File: config.mk
export PLATFORM = sky130hd
export DESIGN_NAME = nios2_fp_sysid_uptime
export DESIGN_NICKNAME = d
export VERILOG_FILES = /design/src/rtl/nios2_fp_sysid_uptime.sv
export SDC_FILE = /design/constraint.sdc
export NUM_CORES = 1
export LEC_CHECK = 0
export CAP_MARGIN = 20
export CORE_MARGIN = 1
export CORE_UTILIZATION = 50
export DETAILED_ROUTE_END_ITERATION = 7
export PLACE_DENSITY = 0.75
export SLEW_MARGIN = 20
export SYNTH_ARGS = -nofsm -noshare
export SYNTH_HDL_FRONTEND = slang
export SYNTH_SLANG_ARGS = --single-unit
File: constraint.sdc
create_clock -name clock -period 2.4 [get_ports clock]
set_clock_uncertainty 0.1 [all_clocks]
set_input_delay 0.72 -clock clock [delete_from_list [all_inputs] [get_ports clock]]
set_output_delay 0.72 -clock clock [all_outputs]
set_load 0.05 [all_outputs]
File: src/rtl/nios2_fp_sysid_uptime.sv
// System-ID slave for the Nios II Avalon-MM bus: build ID/timestamp, a 64-bit uptime
// counter with coherent lo/hi reads, freeze/clear control, scratch registers and a tick.
module nios2_fp_sysid_uptime #(
  parameter logic [31:0] SYSID_ID     = 32'h0000_0000,
  parameter logic [31:0] TIMESTAMP    = 32'd1457881118,
  parameter int unsigned TICK_DIV     = 50000,
  parameter int unsigned NUM_SCRATCH  = 2,
  parameter int unsigned ADDR_W       = 3,
  parameter logic [63:0] UPTIME_RESET = 64'd0
) (
  input  logic              clock,
  input  logic              reset_n,
  input  logic [ADDR_W-1:0] address,
  input  logic              read,
  input  logic              write,
  input  logic [31:0]       writedata,
  input  logic [3:0]        byteenable,
  output logic [31:0]       readdata,
  output logic              readdatavalid,
  output logic              tick
);

  localparam int unsigned PRE_W      = (TICK_DIV > 1) ? $clog2(TICK_DIV) : 1;
  localparam int unsigned SCR_N      = (NUM_SCRATCH > 0) ? NUM_SCRATCH : 1;
  localparam int unsigned SCR_BASE   = 5;
  localparam logic [PRE_W-1:0] PRE_MAX = PRE_W'(TICK_DIV - 1);

  localparam logic [ADDR_W-1:0] A_ID     = ADDR_W'(0);
  localparam logic [ADDR_W-1:0] A_TSTAMP = ADDR_W'(1);
  localparam logic [ADDR_W-1:0] A_UP_LO  = ADDR_W'(2);
  localparam logic [ADDR_W-1:0] A_UP_HI  = ADDR_W'(3);
  localparam logic [ADDR_W-1:0] A_CTRL   = ADDR_W'(4);

  // Parameter sanity: the map must fit the address space and the divider must be non-zero.
  if (SCR_BASE + NUM_SCRATCH > (2 ** ADDR_W)) begin : g_bad_map
    $error("nios2_fp_sysid_uptime: 5+NUM_SCRATCH exceeds 2**ADDR_W");
  end
  if (TICK_DIV < 1) begin : g_bad_div
    $error("nios2_fp_sysid_uptime: TICK_DIV must be >= 1");
  end

  logic [PRE_W-1:0] prescaler;
  logic [63:0]      uptime;
  logic [31:0]      shadow_hi;
  logic             freeze;
  logic [31:0]      scratch [SCR_N];

  logic             wrap_c;
  logic             wr_ctrl_c;
  logic             clear_c;
  logic             rd_up_lo_c;
  logic [SCR_N-1:0] scr_hit_c;
  logic [31:0]      ctrl_rd_c;
  logic [31:0]      rd_data_c;

  assign wrap_c     = (prescaler == PRE_MAX);
  assign wr_ctrl_c  = write && (address == A_CTRL) && byteenable[0];
  assign clear_c    = wr_ctrl_c && writedata[1];
  assign rd_up_lo_c = read && (address == A_UP_LO);
  assign ctrl_rd_c  = {16'h0000, 8'(NUM_SCRATCH), 7'h00, freeze};

  // Scratch word select; entries past NUM_SCRATCH never match.
  always_comb begin
    scr_hit_c = '0;
    for (int i = 0; i < SCR_N; i++) begin
      scr_hit_c[i] = (unsigned'(i) < NUM_SCRATCH) && (address == ADDR_W'(SCR_BASE + unsigned'(i)));
    end
  end

  // Read mux on pre-edge state; unmapped words return zero.
  always_comb begin
    rd_data_c = '0;
    case (address)
      A_ID:     rd_data_c = SYSID_ID;
      A_TSTAMP: rd_data_c = TIMESTAMP;
      A_UP_LO:  rd_data_c = uptime[31:0];
      A_UP_HI:  rd_data_c = shadow_hi;
      A_CTRL:   rd_data_c = ctrl_rd_c;
      default: begin
        for (int i = 0; i < SCR_N; i++) begin
          if (scr_hit_c[i]) rd_data_c = scratch[i];
        end
      end
    endcase
  end

  // Read response: data and a one-cycle valid, data held until the next read.
  always_ff @(posedge clock or negedge reset_n) begin
    if (!reset_n) begin
      readdata      <= '0;
      readdatavalid <= 1'b0;
    end else begin
      readdatavalid <= read;
      if (read) readdata <= rd_data_c;
    end
  end

  // Prescaler and tick keep running while frozen; clear restarts the prescaler.
  always_ff @(posedge clock or negedge reset_n) begin
    if (!reset_n) begin
      prescaler <= '0;
      tick      <= 1'b0;
    end else begin
      tick <= wrap_c;
      if (clear_c || wrap_c) prescaler <= '0;
      else                   prescaler <= prescaler + PRE_W'(1);
    end
  end

  // Uptime and its hi shadow; clear wins over a coincident increment or LO read.
  always_ff @(posedge clock or negedge reset_n) begin
    if (!reset_n) begin
      uptime    <= UPTIME_RESET;
      shadow_hi <= '0;
    end else if (clear_c) begin
      uptime    <= UPTIME_RESET;
      shadow_hi <= '0;
    end else begin
      if (wrap_c && !freeze) uptime <= uptime + 64'd1;
      if (rd_up_lo_c)        shadow_hi <= uptime[63:32];
    end
  end

  always_ff @(posedge clock or negedge reset_n) begin
    if (!reset_n) freeze <= 1'b0;
    else if (wr_ctrl_c) freeze <= writedata[0];
  end

  // Scratch registers with per-lane byte enables.
  always_ff @(posedge clock or negedge reset_n) begin
    if (!reset_n) begin
      for (int i = 0; i < SCR_N; i++) scratch[i] <= '0;
    end else if (write) begin
      for (int i = 0; i < SCR_N; i++) begin
        if (scr_hit_c[i]) begin
          for (int b = 0; b < 4; b++) begin
            if (byteenable[b]) scratch[i][8*b +: 8] <= writedata[8*b +: 8];
          end
        end
      end
    end
  end

endmodule

==> results of run 1 <==
worst max-delay path, cell delays in order, from the launching register on:
cell,delay (ps)
dfrtp_1,490
nand4_1,280
nor3_1,380
nand4_1,290
buf_4,230
buf_2,150
o31ai_1,240
a21oi_1,100
metrics by stage:
stage               cells  setup WS, ps   util  TNS (ps)  instance area [um^2]
floorplan            1016          11.6      -         0                 10100
global placement     1432          -221  0.621    -20450                 12200
detailed placement   1432          -260  0.621    -22160                 12200
CTS                  1471          14.4  0.659         0                 13000
global route         1481         -75.7  0.670      -330                 13200
finish               1481          33.1  0.670         0                 13200
flip-flops by register name, indices dropped and copies added (netlist names):
name,cells
readdatavalid,1
shadow_hi,32
readdata,32
tick,1
uptime,64
freeze,1
scratch,64
prescaler,16
what timing repair did:
action | in CTS | in global routing
setup buffers | 3 | 8
hold endpoints to repair | 0 | 0
pin swaps | 1 | 24
setup endpoints to repair | 43 | 21
resized for setup | 40 | 32
cloned | 0 | 2
Yosys cell counts (4+ instances only):
cell,number
nand3_1,29
nor3_1,12
o211ai_1,15
and3_1,7
dfrtp_1,211
or4_1,18
o21ai_0,46
or3_1,16
nor4_1,19
and4_1,4
nand4_1,28
nand2_1,119
mux2_2,81
inv_1,25
xnor2_1,17
a22oi_1,40
nor2_1,87
xor2_1,21
a21oi_1,104
buf_1,7
o31ai_1,16
clkbuf_1,44
routing by layer:
metal	up-vias	wire, um	GRT usage
met5	-	0	0
li1	4050	-	-
met2	356	13900	0.458
met1	4427	12400	0.379
met4	0	775	0.0947
met3	67	1810	0.0374
power by group:
part / total (mW) / leakage [nW] / switching [mW] / internal (mW)
Combinational: 2.50 / 2.67 / 1.35 / 1.15
Sequential: 4.95 / 2.57 / 0.644 / 4.30
Clock: 3.49 / 0.366 / 1.39 / 2.10
Total: 10.9 / 5.61 / 3.38 / 7.56
worst paths after layout:
check                                         start  cells past startpoint  slack, ps                        to
max in group asynchronous                   reset_n                      2       1510    uptime[43]$_DFFE_PN0P_
setup / recovery             uptime[23]$_DFFE_PN0P_                      7         30    uptime[58]$_DFFE_PN0P_
min in group clock         readdata[30]$_DFFE_PN0P_                      1        400  readdata[30]$_DFFE_PN0P_
hold reg to reg            readdata[30]$_DFFE_PN0P_                      1        400  readdata[30]$_DFFE_PN0P_
hold / removal                              reset_n                      1         20   scratch[42]$_DFFE_PN0P_
setup reg to reg             uptime[23]$_DFFE_PN0P_                      7         30    uptime[58]$_DFFE_PN0P_
final cells by class:
| class | instances | share of cell area |
|---|---|---|
| sequential | 211 | 0.401 |
| tap | 265 | 0.0252 |
| timing repair buffer | 221 | 0.158 |
| clock buffer | 30 | 0.0495 |
| multi-input combinational | 722 | 0.352 |
| inverter | 26 | 0.00742 |
| clock inverter | 6 | 0.00637 |
logic make-up after synthesis:
family                   count (synthesis)  share of synthesized area
adder cells (fa/ha/maj)                  2                    0.00248
flip-flops                             211                      0.523
AO/OA/AOI/OAI                          233                      0.137
AND/OR/NAND/NOR                        367                      0.180
buffers and inverters                   83                     0.0337
XOR/XNOR                                38                     0.0329
multiplexers                            82                     0.0913
==> impl_metrics.ini, run 1 <==
[flow_run]
max_cap_viol_count = 0

[clock_tree]
clkTransAtPathRegs_ps = 60
ctsHoldBuffers = 0
cts_num_sinks = 211
clock_path_buffers = 3
cts_tree = built
htree_levels = 1
insertion_delay_ps = 510
cts_buffers = 23
root_buffer = clkbuf_16

[floorplanning]
core_mm2 = 0.0197
ios = 77
fp.dieW_um = 144
num_rows = 51
die_height_um = 144
dieArea_mm2 = 0.0208
start_util = 0.514

[timing]
maxSlewHeadroom = 0.597
grt_setup_unrepaired = yes
drv_slew = 0
hold_viol_final = 0
period_share = 0.986
finalSetupViolCount = 0
worst_pin_slew_ps = 599
fin_hold_ws_ps = 24.2
fmax_ghz = 0.422
period_needed_ps = 2370

[hold_path]
hp-class = in -> async

[place]
gp_congestion = 0.900
dpl.hpwl_mm = 20.0
io_buffer_count = 76

[setup_path]
critical_path_class = reg -> reg
cp_max_fo = 5
critPathLaunchType = register
endpoint_kind = register
required_ps = 2700
cp.arrival_ps = 2660

[cells_and_area]
seq_area_mm2 = 0.00528
final_cell_mix = dfrtp_1, nand2_1, buf_4
drive_gt1_frac = 0.254
layout_commonest_cell = dfrtp_1
area_delta_synth_final_pct = 30.3
multiInputGateArea_mm2 = 0.00463
n_antenna_cell = 0
nNetsFinal = 1250
fillers = 1468

[synthesis]
ys_types = 55
async_reset_ff_frac = 1.00
synthesis.nets = 1061
synth_top_area_frac = 0.523
synth.area.top_cells = dfrtp_1, mux2_2, a21oi_1
synth-edff-count = 0
synth_area_mm2 = 0.0101
yosysWarnings = 0
ys_seq_area_frac = 0.523
synthCells = 1016
syn_area_per_cell_um2 = 9.94
yosys.area.top_type = dfrtp_1
ys.flop_type = dfrtp_1
synth_seq_cells = 211

[power_and_ir_drop]
power_mw = 10.9
vdd_ir_drop_max_v = 0.000350
pwr_density_cell_mw_per_mm2 = 831
cellLeakagePower_nw = 5.61

[detailed_routing]
drtIter0Drc = 818
wl_per_cell_um = 19.5
viasPerCell = 6.01
ant_nets = 0
drc = 0
wirelength_mm = 28.8
vias = 8900
firstDrtPassIters = 5

[global_routing]
grt_overflow = 0
antenna_found_initial = 0
grt_max_degree = 68
groute.usage.overall = 0.278
grt_first_pass_wirelength_mm = 44.7
grt_pass1_vias = 8539

[run_status]
status = complete, no violations
No activity file was read; power rests on OpenSTA's default activity.
==> run 2: changes to the inputs <==
--- a/config.mk
+++ b/config.mk
@@ -8,6 +8,7 @@
 export CAP_MARGIN = 20
 export CORE_MARGIN = 1
 export CORE_UTILIZATION = 50
+export CTS_BUF_LIST = sky130_fd_sc_hd__clkbuf_4 sky130_fd_sc_hd__clkbuf_8
 export DETAILED_ROUTE_END_ITERATION = 7
 export PLACE_DENSITY = 0.75
 export SLEW_MARGIN = 20
==> run 2 against run 1 <==
Compared with the run above: sequential share of layout area down 0.15 points; flip-flop and latch count did not move; global-route usage is 0.26 points higher; wire length fell by 0.72%; sequential power hardly changed; maximum frequency decreased by 1.1%; hold slack gained 380 ps; clock power is 3% lower; power fell by 0.94%; largest power group unchanged.
==> impl_metrics.ini, run 2 (synthesized netlist as in run 1, its figures left out) <==
[cells_and_area]
fillers = 1478
final_cell_area_mm2 = 0.0132
drive_gt1_frac = 0.271
largestRegisters = scratch (64), uptime (64)
final_cells = 1503
layout_commonest_cell = dfrtp_1
final_cell_mix = dfrtp_1, nand2_1, buf_4
area_delta_synth_final_pct = 30.8
n_antenna_cell = 0
final_core_util = 0.672
nNetsFinal = 1262

[setup_path]
r2r-start = uptime[11]$_DFFE_PN0P_
crit_chain = nand4_1, buf_4, nor4_4, nand4_1, buf_6, or4_4, a21oi_2
critical_path.slowest_cell = or4_4
timing.rr.end = uptime[54]$_DFFE_PN0P_
path_common_cell = nand4_1
worst_path_largest_cell_delay_ps = 410
required_ps = 2740
critical_path_class = reg -> reg
critical_path_buf_inv_count = 2
cp_max_fo = 5
cp.arrival_ps = 2730
critPathLaunchType = register
reg2reg_depth = 7
critPathTopFamily = simple AND/OR/NAND/NOR gates
endpoint_kind = register
r2r_slack_ps = 6

[timing]
fmax_ghz = 0.418
drv_slew = 0
final.setup.worst_slack_ps = 5.61
worst_pin_slew_ps = 603
grt_setup_unrepaired = yes
maxSlewHeadroom = 0.594
finalSetupViolCount = 0
period_share = 0.998
fin_hold_ws_ps = 400
period_needed_ps = 2390
timing.setup.tns_ps = 0
hold_viol_final = 0

[place]
place_area_mm2 = 0.0122
dpl.hpwl_mm = 20.0
io_buffer_count = 76
dp.cells = 1432
gp_congestion = 0.900
post-place-ws_ps = -260

[floorplanning]
ios = 77
num_rows = 51
start_util = 0.514
dieArea_mm2 = 0.0208
core_mm2 = 0.0197
die_height_um = 144
fp.dieW_um = 144

[global_routing]
groute.usage.overall = 0.281
grt_max_degree = 68
grt_pass1_vias = 8563
grt_first_pass_wirelength_mm = 44.8
antenna_found_initial = 0
grt_overflow = 0

[power_and_ir_drop]
seq_power_share = 0.456
power_mw = 10.8
power.net_switching_mw = 3.37
vdd_ir_drop_max_v = 0.000440
pwr_density_cell_mw_per_mm2 = 820
power.internal_mw = 7.47
p_sw_frac = 0.311
pwr-share-clk = 0.314
cellLeakagePower_nw = 5.65
combPwrFrac = 0.230

[detailed_routing]
wirelength_mm = 28.6
wl_per_cell_um = 19.0
drtIter0Drc = 842
drc = 0
firstDrtPassIters = 5
vias = 8874
viasPerCell = 5.90
ant_nets = 0

[run_status]
status = complete, no violations

[clock_tree]
htree_levels = 2
cts_num_sinks = 211
insertion_delay_ps = 530
clkTransAtPathRegs_ps = 60
cts_tree = built
root_buffer = clkbuf_8
cts_buffers = 36
clock_path_buffers = 3

[hold_path]
holdPathEnd = scratch[12]$_DFFE_PN0P_
min_path_cells = 1
hold_start = scratch[12]$_DFFE_PN0P_
hp-class = reg -> reg

[flow_run]
max_cap_viol_count = 0
## run 2: cell count changes in the layout (fill, tap and decap cells not counted), moves of 2 or more
cell | before | now
clkbuf_8 | 6 | 49
clkinv_2 | 3 | 1
clkbuf_16 | 23 | 0
o31ai_2 | 0 | 2
buf_4 | 118 | 114
clkbuf_1 | 2 | 0
clkbuf_4 | 0 | 9
buf_6 | 3 | 5
o31ai_1 | 16 | 14
## run 2: cell type report
| cell class | instances | area, um^2 | area share |
|---|---|---|---|
| Sequential cell | 211 | 5280 | 0.400 |
| Multi-Input combinational cell | 722 | 4650 | 0.352 |
| Timing Repair Buffer | 220 | 2080 | 0.158 |
| Clock buffer | 57 | 728 | 0.0551 |
| Tap cell | 265 | 332 | 0.0251 |
| Inverter | 26 | 97.6 | 0.00739 |
| Clock inverter | 2 | 35.0 | 0.00265 |
## run 2: power by group through the flow
stage / combinational, mW / sequential [mW] / clock [mW]
4_1_cts: 2.42 / 4.90 / 3.47
3_3_place_gp: 2.36 / 4.91 / 0
5_1_grt: 2.72 / 5.01 / 3.61
2_1_floorplan: 1.14 / 5.07 / 0
3_5_place_dp: 2.44 / 4.95 / 0
6_report: 2.49 / 4.94 / 3.40
## run 2: layer usage
metal,routed length (um),vias up,GRT usage,part of all wire
met2,13900,348,0.465,0.49
met5,0,-,0,0
met3,1900,58,0.0464,0.066
li1,-,4065,-,-
met4,734,0,0.0947,0.026
met1,12100,4403,0.375,0.42
## run 2: worst max-delay path by stage
stage | from | cells past startpoint | to | slack [ps]
after floorplan | address[0] | 7 | prescaler[2]$_DFF_PN0_ | 10
after global routing | uptime[18]$_DFFE_PN0P_ | 7 | uptime[55]$_DFFE_PN0P_ | -110
after global placement | address[1] | 7 | uptime[22]$_DFFE_PN0P_ | -220
after CTS | prescaler[13]$_DFF_PN0_ | 7 | uptime[51]$_DFFE_PN0P_ | 4
final | uptime[11]$_DFFE_PN0P_ | 7 | uptime[54]$_DFFE_PN0P_ | 6
after detailed placement | address[1] | 7 | uptime[26]$_DFFE_PN0P_ | -260
## run 2: what timing repair did
action,in CTS,in global routing
resized for setup,39,40
hold endpoints to repair,7,0
hold buffers,1,0
endpoints found under the setup margin,41,26
setup buffers,2,7
cloned,0,2
pin swaps,1,23
